**config.mk**
```make
export PLATFORM = sky130hd
export DESIGN_NAME = haski_result_receiver
export DESIGN_NICKNAME = d
export VERILOG_FILES = /design/src/rtl/haski_pkg.sv /design/src/rtl/haski_sync_fifo.sv /design/src/rtl/haski_result_receiver.sv
export SDC_FILE = /design/constraint.sdc
export NUM_CORES = 1
export LEC_CHECK = 0
export ABC_AREA = 0
export BUFFER_PORTS_ARGS = -buffer_cell sky130_fd_sc_hd__clkbuf_2
export CORE_UTILIZATION = 48
export DETAILED_ROUTE_END_ITERATION = 16
export PLACE_DENSITY_LB_ADDON = 0.1
export SLEW_MARGIN = 10
export SYNTH_ARGS = -nofsm -noshare
export SYNTH_HDL_FRONTEND = slang
export SYNTH_SLANG_ARGS = --single-unit
export TNS_END_PERCENT = 100
```
**constraint.sdc**
```tcl
create_clock -name system1000 -period 8.2 [get_ports system1000]
set_input_delay 1.64 -clock system1000 [delete_from_list [all_inputs] [get_ports system1000]]
set_output_delay 1.64 -clock system1000 [all_outputs]
set_load 0.02 [all_outputs]
```
**src/rtl/haski_pkg.sv**
```systemverilog
// Shared definitions for the HaSKI core-output receiver: core word layout and
// receiver state encoding.
package haski_pkg;

  localparam int unsigned DEF_DATA_W    = 32;
  localparam int unsigned RES_VALID_BIT = DEF_DATA_W + 1;
  localparam int unsigned HALT_BIT      = 0;
  localparam int unsigned RES_LSB       = 1;

  typedef enum logic [1:0] {
    RUN    = 2'd0,
    DRAIN  = 2'd1,
    HALTED = 2'd2
  } rx_state_t;

endpackage

```
**src/rtl/haski_sync_fifo.sv**
```systemverilog
// Single-clock FIFO with extra-MSB pointers. The head word is presented
// combinationally and reads as zero while the FIFO is empty.
module haski_sync_fifo #(
  parameter int DATA_W = 32,
  parameter int DEPTH  = 8
) (
  input  logic              clk,
  input  logic              rst,
  input  logic              push,
  input  logic [DATA_W-1:0] push_data,
  input  logic              pop,
  output logic              full,
  output logic              empty,
  output logic [DATA_W-1:0] head
);

  localparam int AW = $clog2(DEPTH);
  localparam logic [AW:0] PTR_ONE = (AW + 1)'(1);

  logic [AW:0]       wr_ptr;
  logic [AW:0]       rd_ptr;
  logic [DATA_W-1:0] mem [DEPTH];

  always_ff @(posedge clk or posedge rst) begin
    if (rst) begin
      wr_ptr <= '0;
      rd_ptr <= '0;
    end else begin
      if (push) wr_ptr <= wr_ptr + PTR_ONE;
      if (pop)  rd_ptr <= rd_ptr + PTR_ONE;
    end
  end

  // NOTE: the data array is deliberately not reset; the pointers alone decide
  // which entries are valid, so clearing the storage would buy nothing.
  always_ff @(posedge clk) begin
    if (push) mem[wr_ptr[AW-1:0]] <= push_data;
  end

  assign empty = (wr_ptr == rd_ptr);
  assign full  = (wr_ptr[AW] != rd_ptr[AW]) && (wr_ptr[AW-1:0] == rd_ptr[AW-1:0]);
  assign head  = empty ? '0 : mem[rd_ptr[AW-1:0]];

endmodule

```
**src/rtl/haski_result_receiver.sv**
```systemverilog
// Receives the HaSKI core output word, queues valid results and streams them
// downstream; tracks halt/drain, delivered-result count and dropped results.
module haski_result_receiver
  import haski_pkg::*;
#(
  parameter int DATA_W = DEF_DATA_W,
  parameter int DEPTH  = 8,
  parameter int CNT_W  = 16
) (
  input  logic              system1000,
  input  logic              system1000_rst,
  input  logic [DATA_W+1:0] core_i,
  output logic [DATA_W-1:0] res_data,
  output logic              res_valid,
  input  logic              res_ready,
  output logic              halted,
  output logic              overflow,
  output logic [CNT_W-1:0]  res_count
);

  localparam int VALID_BIT = DATA_W + 1;
  localparam logic [CNT_W-1:0] CNT_ONE = CNT_W'(1);

  logic [DATA_W+1:0] in_q;
  rx_state_t         state;
  rx_state_t         state_nxt;
  logic              full;
  logic              empty;
  logic              push_req;
  logic              push;
  logic              pop;

  // NOTE: sequential state is always written with non-blocking assignments so
  // every register samples pre-edge values regardless of block ordering.
  always_ff @(posedge system1000 or posedge system1000_rst) begin
    if (system1000_rst) in_q <= '0;
    else                in_q <= core_i;
  end

  // A push while full is only accepted if the head leaves in the same cycle.
  assign push_req  = in_q[VALID_BIT] && (state == RUN);
  assign pop       = res_valid && res_ready;
  assign push      = push_req && (!full || pop);
  assign res_valid = !empty;
  assign halted    = (state == HALTED);

  // NOTE: state_nxt gets a default before the case so no path leaves it
  // unassigned, which would otherwise infer a latch.
  always_comb begin
    state_nxt = state;
    case (state)
      RUN:     if (in_q[HALT_BIT]) state_nxt = DRAIN;
      DRAIN:   if (empty)          state_nxt = HALTED;
      HALTED:                      state_nxt = HALTED;
      default:                     state_nxt = RUN;
    endcase
  end

  always_ff @(posedge system1000 or posedge system1000_rst) begin
    if (system1000_rst) begin
      state     <= RUN;
      overflow  <= 1'b0;
      res_count <= '0;
    end else begin
      state <= state_nxt;
      if (push_req && full && !pop) overflow <= 1'b1;
      if (pop) res_count <= res_count + CNT_ONE;
    end
  end

  haski_sync_fifo #(
    .DATA_W (DATA_W),
    .DEPTH  (DEPTH)
  ) u_fifo (
    .clk       (system1000),
    .rst       (system1000_rst),
    .push      (push),
    .push_data (in_q[DATA_W:RES_LSB]),
    .pop       (pop),
    .full      (full),
    .empty     (empty),
    .head      (res_data)
  );

endmodule

```
* Word-level counts from Yosys, hierarchy flattened
Memories as Yosys holds them, arrays and structs flattened. Index checks and enable logic that the tools add are counted.
Storage, ports and cells: flip-flop bits (word level) 61, bits in latches 0, memory bits (writable) 256, bits in read-only memories 0, input port bits 37, output and inout port bits 51, word-level logic and storage cells 35, memories 1
Memory list:
- u_fifo.mem | words 8, width 32, rd ports 1, clocked after Yosys merged registers in 0, write ports 1, line haski_sync_fifo.sv:22 | logic [DATA_W-1:0] mem [DEPTH];
Operators by class: add/subtract/negate cells 3, $mul 0, divide/modulo/power cells 0, order comparisons 0, equality and inequality tests 7, shifts and indexed selects 0, mux-type cells 6, bitwise logic cells 0, reductions and logical operators 12
Operators by type and width (count):
- $mux 32 | 1
- $add 16x1->16 const B | 1
- $add 4x1->4 const B | 2
- $logic_and 1x1->1 | 6
- $pmux 2 s3 | 1
- $eq 4x4->1 | 1
- $mux 2 | 2
- $ne 2x2->1 const B | 2
- $eq 3x3->1 | 1
- $logic_not 1->1 | 3
- $eq 2x1->1 const B | 1
- $eq 2x2->1 const B | 1
- $logic_not 2->1 | 1
- $mux 1 | 2
- $reduce_and 2->1 | 1
- $logic_or 1x1->1 | 1
- $ne 1x1->1 | 1

* Logic depth before layout (Yosys ltp)
depth in word-level cells 7, depth in mapped cells 6, gate-level depth less buffers 5

* Modules after synthesis
A second synthesis with hierarchy kept.
Unflattened totals: cells, all modules 674, area total of the unflattened synthesis 12174.2 um^2
Modules (own cells, without submodules):
- haski_sync_fifo | instances 1, cells each 561, area an instance 10406.2 um^2, sequential area each 7887.6 um^2
- haski_result_receiver | instances 1, cells each 113, area an instance 1767.9 um^2, sequential area each 1326.3 um^2

* Worst setup path after synthesis
Ideal clock, no wire load.
path type input to register, from input port res_ready, to memory u_fifo.mem[4][0], enable pin, setup time 513 ps, arrival time 5358 ps, data required time 7687 ps, setup slack 2329 ps, stages on the path 3, buffers on the path 0, cell sequence nor2_1 -> a21o_1 -> nor4b_1
On the way: longest elaborated chain between the ends 5
RTL lines:
- from (decl) | line haski_result_receiver.sv:15 | input logic res_ready,
- $logic_and 1x1->1 | line haski_result_receiver.sv:42 | assign pop = res_valid && res_ready;
- $logic_or 1x1->1 | line haski_result_receiver.sv:43 | assign push = push_req && (!full || pop);
- $logic_and 1x1->1 | line haski_result_receiver.sv:43
- $mux 1 | line haski_sync_fifo.sv:37 | if (push) mem[wr_ptr[AW-1:0]] <= push_data;
- $mux 1 (implied by the code) | line haski_sync_fifo.sv:37
- to (decl) | line haski_sync_fifo.sv:22
Every way passes these cells.

* Worst setup path in the final report
from register u_fifo.rd_ptr[1], to output port res_data[0]
On the way: longest elaborated chain between the ends 2, elaborated cells between the ends (all ways) 3, those cells by class 1 x eq/ne; 1 x mux; 1 x memory
RTL lines:
- from (decl) | line haski_sync_fifo.sv:21 | logic [AW:0] rd_ptr;
- from (signal assigned) | line haski_sync_fifo.sv:30 | if (pop) rd_ptr <= rd_ptr + PTR_ONE;
- $mem_v2 8x32 or $eq 4x4->1 (tied branches)
- $mux 32 * | line haski_sync_fifo.sv:42 | assign head = empty ? '0 : mem[rd_ptr[AW-1:0]];
- to (decl) | line haski_result_receiver.sv:13 | output logic [DATA_W-1:0] res_data,
Mark *: on every way between the ends. The rest lies on a longest branch, timed or not.

==> results.yml <==
status:
  status: "complete, no violations"
critical_path:
  r2r_setup_slack_ps: 4440
  required_ps: 6560
  r2r_start: "u_fifo.rd_ptr[1]"
  cpPeakStageDelay_ps: 1120
  path_max_fanout: 68
  end_kind: "primary output"
  crit_type: "reg -> out"
  startpoint: "u_fifo.rd_ptr[1]"
  path_delay_family: "flip-flops"
  start_kind: "flip-flop"
  worst-path-stages: 5
  worstPathArrival_ps: 3730
  worst-path-buf-inv: 2
  cp_slowest_cell: "dfrtp_4"
  r2r-end: "u_fifo.mem[1][17]"
  endpoint: "res_data[0]"
  path_cells: "xor2_2 -> nor4_4 -> buf_4 -> nor2_1 -> clkbuf_2"
  reg2regPathDepth: 5
place:
  dp_cells: 971
  placed_area_sq_um: 12900
  dp.final_hpwl_mm: 11.9
  portBuffers: 87
  place.gp.congestion: 0.748
drt:
  wl_per_cell_um: 21.8
  wl_mm: 22.5
  initialDrtViolationCount: 239
  topRoutingLayerUsed: "met4"
  drc: 0
  wl_met1_mm: 9.58
  drt-vias-per-instance: 5.42
  met2_length_mm: 11.4
  wl_met3_um: 975
  ant_nets: 0
  first_pass_iters: 4
  dr_total_vias: 5574
yosys:
  postSynthAreaPerCell_sq_um: 20.9
  syn_area_sq_um: 12000
  async_flop_share: 0.192
  synth_seq_cells: 317
  ys.flop_type: "edfxtp_1"
  synth_edf_count: 256
  synth.distinct_cells: 36
  synth_nets: 618
  synthCells: 574
  yosysWarnings: 0
  yosysSeqAreaShare: 0.768
cells_and_area:
  area_growth_syn_to_layout_pct: 15.2
  num_antenna_cells: 0
  final_cells: 1028
  fin_nets: 724
  final_util: 0.567
  layout.cells.most_common: "edfxtp_1"
  drive_above_1_share: 0.318
  final_cell_mix: "edfxtp_1, clkbuf_2, mux4_2"
  fin_area_sq_um: 13800
timing:
  period_share: 0.655
  min_period_ps: 5370
  tns_ps: 0
  tightestPinTransition_ps: 1100
  hold_violations: 0
  rsz0062_at_grt: "false"
  fin_skew_ps: 8.52
  maxSlewHeadroom: 0.259
  setup-violations-final: 0
  fmax_ghz: 0.186
  slew_violations: 0
clock_network:
  tritoncts: "done"
  hold_buffers: 0
  cts_resized: 0
  htree_levels: 1
  post_cts_buffers: 0
  cts_root_buffer: "clkbuf_16"
  cts.sink_count: 317
  path_clk_slew_ps: 60
  clock_path_buffers: 3
  numCtsBuffers: 31
  clk_latency_ps: 540
grt:
  grt.total_usage: 0.182
  antenna_found_initial: 0
  grt_max_degree: 69
  grt_overflow_total: 0
  grt_first_pass_wirelength_mm: 35.1
  grt_pass1_vias: 6039
floorplan:
  start_util: 0.492
  top_level_ports: 88
  fp.dieW_um: 160
  core_area_sq_um: 24400
  die_area_sq_um: 25600
  num_rows: 57
  die_h_um: 160
power_and_ir_drop:
  cellPowerDensity_nw_per_um2: 352
  peakVddDrop_uv: 165
  p_total_uw: 4870
  p_leak_uw: 0.00494
hold_path:
  worst_hold_path_type: "reg -> reg"
flow_run:
  cap_violations: 0
report_power, final:
part | internal (uW) | total (uW) | switching (uW)
logic | 611 | 1410 | 803
clock network | 792 | 1340 | 548
registers | 1900 | 2120 | 212
synthesized netlist by cell type (5+ instances only):
cell type  instances  share of area
buf_2             11         0.0046
nor2_1            34          0.011
nand4_1            5         0.0026
edfxtp_1         256           0.64
mux2i_1           32          0.027
ha_1               7         0.0073
dfrtp_1           61           0.13
xor2_1            12         0.0088
nand2_1           14         0.0044
clkbuf_1           7         0.0022
nor3_1            10         0.0042
buf_1              5         0.0016
inv_1              9         0.0028
mux4_2            64           0.12
nand3_1            8         0.0033
xnor2_1           11         0.0080
layer usage:
metal / vias up / GRT usage
li1: 2488 / -
met1: 2923 / 0.244
met3: 35 / 0.0275
met2: 128 / 0.313
met4: 0 / 0.0494
met5: - / 0
worst min path at each step:
stage	from	to	slack, ps	cells after the start
final	res_count[15]	res_count[15]	490	1
after global routing	res_count[15]	res_count[15]	510	1
after CTS	res_count[15]	res_count[15]	490	1
after detailed placement	res_count[15]	res_count[15]	470	1
after global placement	res_count[15]	res_count[15]	460	1
after floorplan	state[1]	state[1]	490	1
sequential cells by signal, summed over array words and instances, names as in the netlist:
register and flops:
in_q 34, res_count 16, u_fifo.mem 256, overflow 1
u_fifo.rd_ptr 4, state 2, u_fifo.wr_ptr 4
area by class of cell:
type / count / area [sq um]
Fill cell: 1887 / 10600
Sequential cell: 317 / 9220
Multi-Input combinational cell: 222 / 2670
Clock buffer: 46 / 872
Timing Repair Buffer: 99 / 526
Tap cell: 324 / 405
Clock inverter: 11 / 98.8
Inverter: 9 / 33.8
logic make-up (layout without fill, tap and decap cells):
kind of cell             Yosys count  in the layout  synth area share
AO/OA/AOI/OAI                      8              8           0.00730
XOR/XNOR                          26             26            0.0209
adder cells (fa/ha/maj)            7              7           0.00730
buffers and inverters             35            165            0.0133
flip-flops                       317            317             0.768
multiplexers                      99             99             0.150
AND/OR/NAND/NOR                   82             82            0.0339
stage by stage:
stage                     hold slack (ps)  setup WS, ps
final                                 486          2830
after global routing                  505          2500
after CTS                             492          2680
after detailed placement              472          3260
after global placement                464          3380
after floorplan                       491          2330
(Power assumes the default switching activity.)
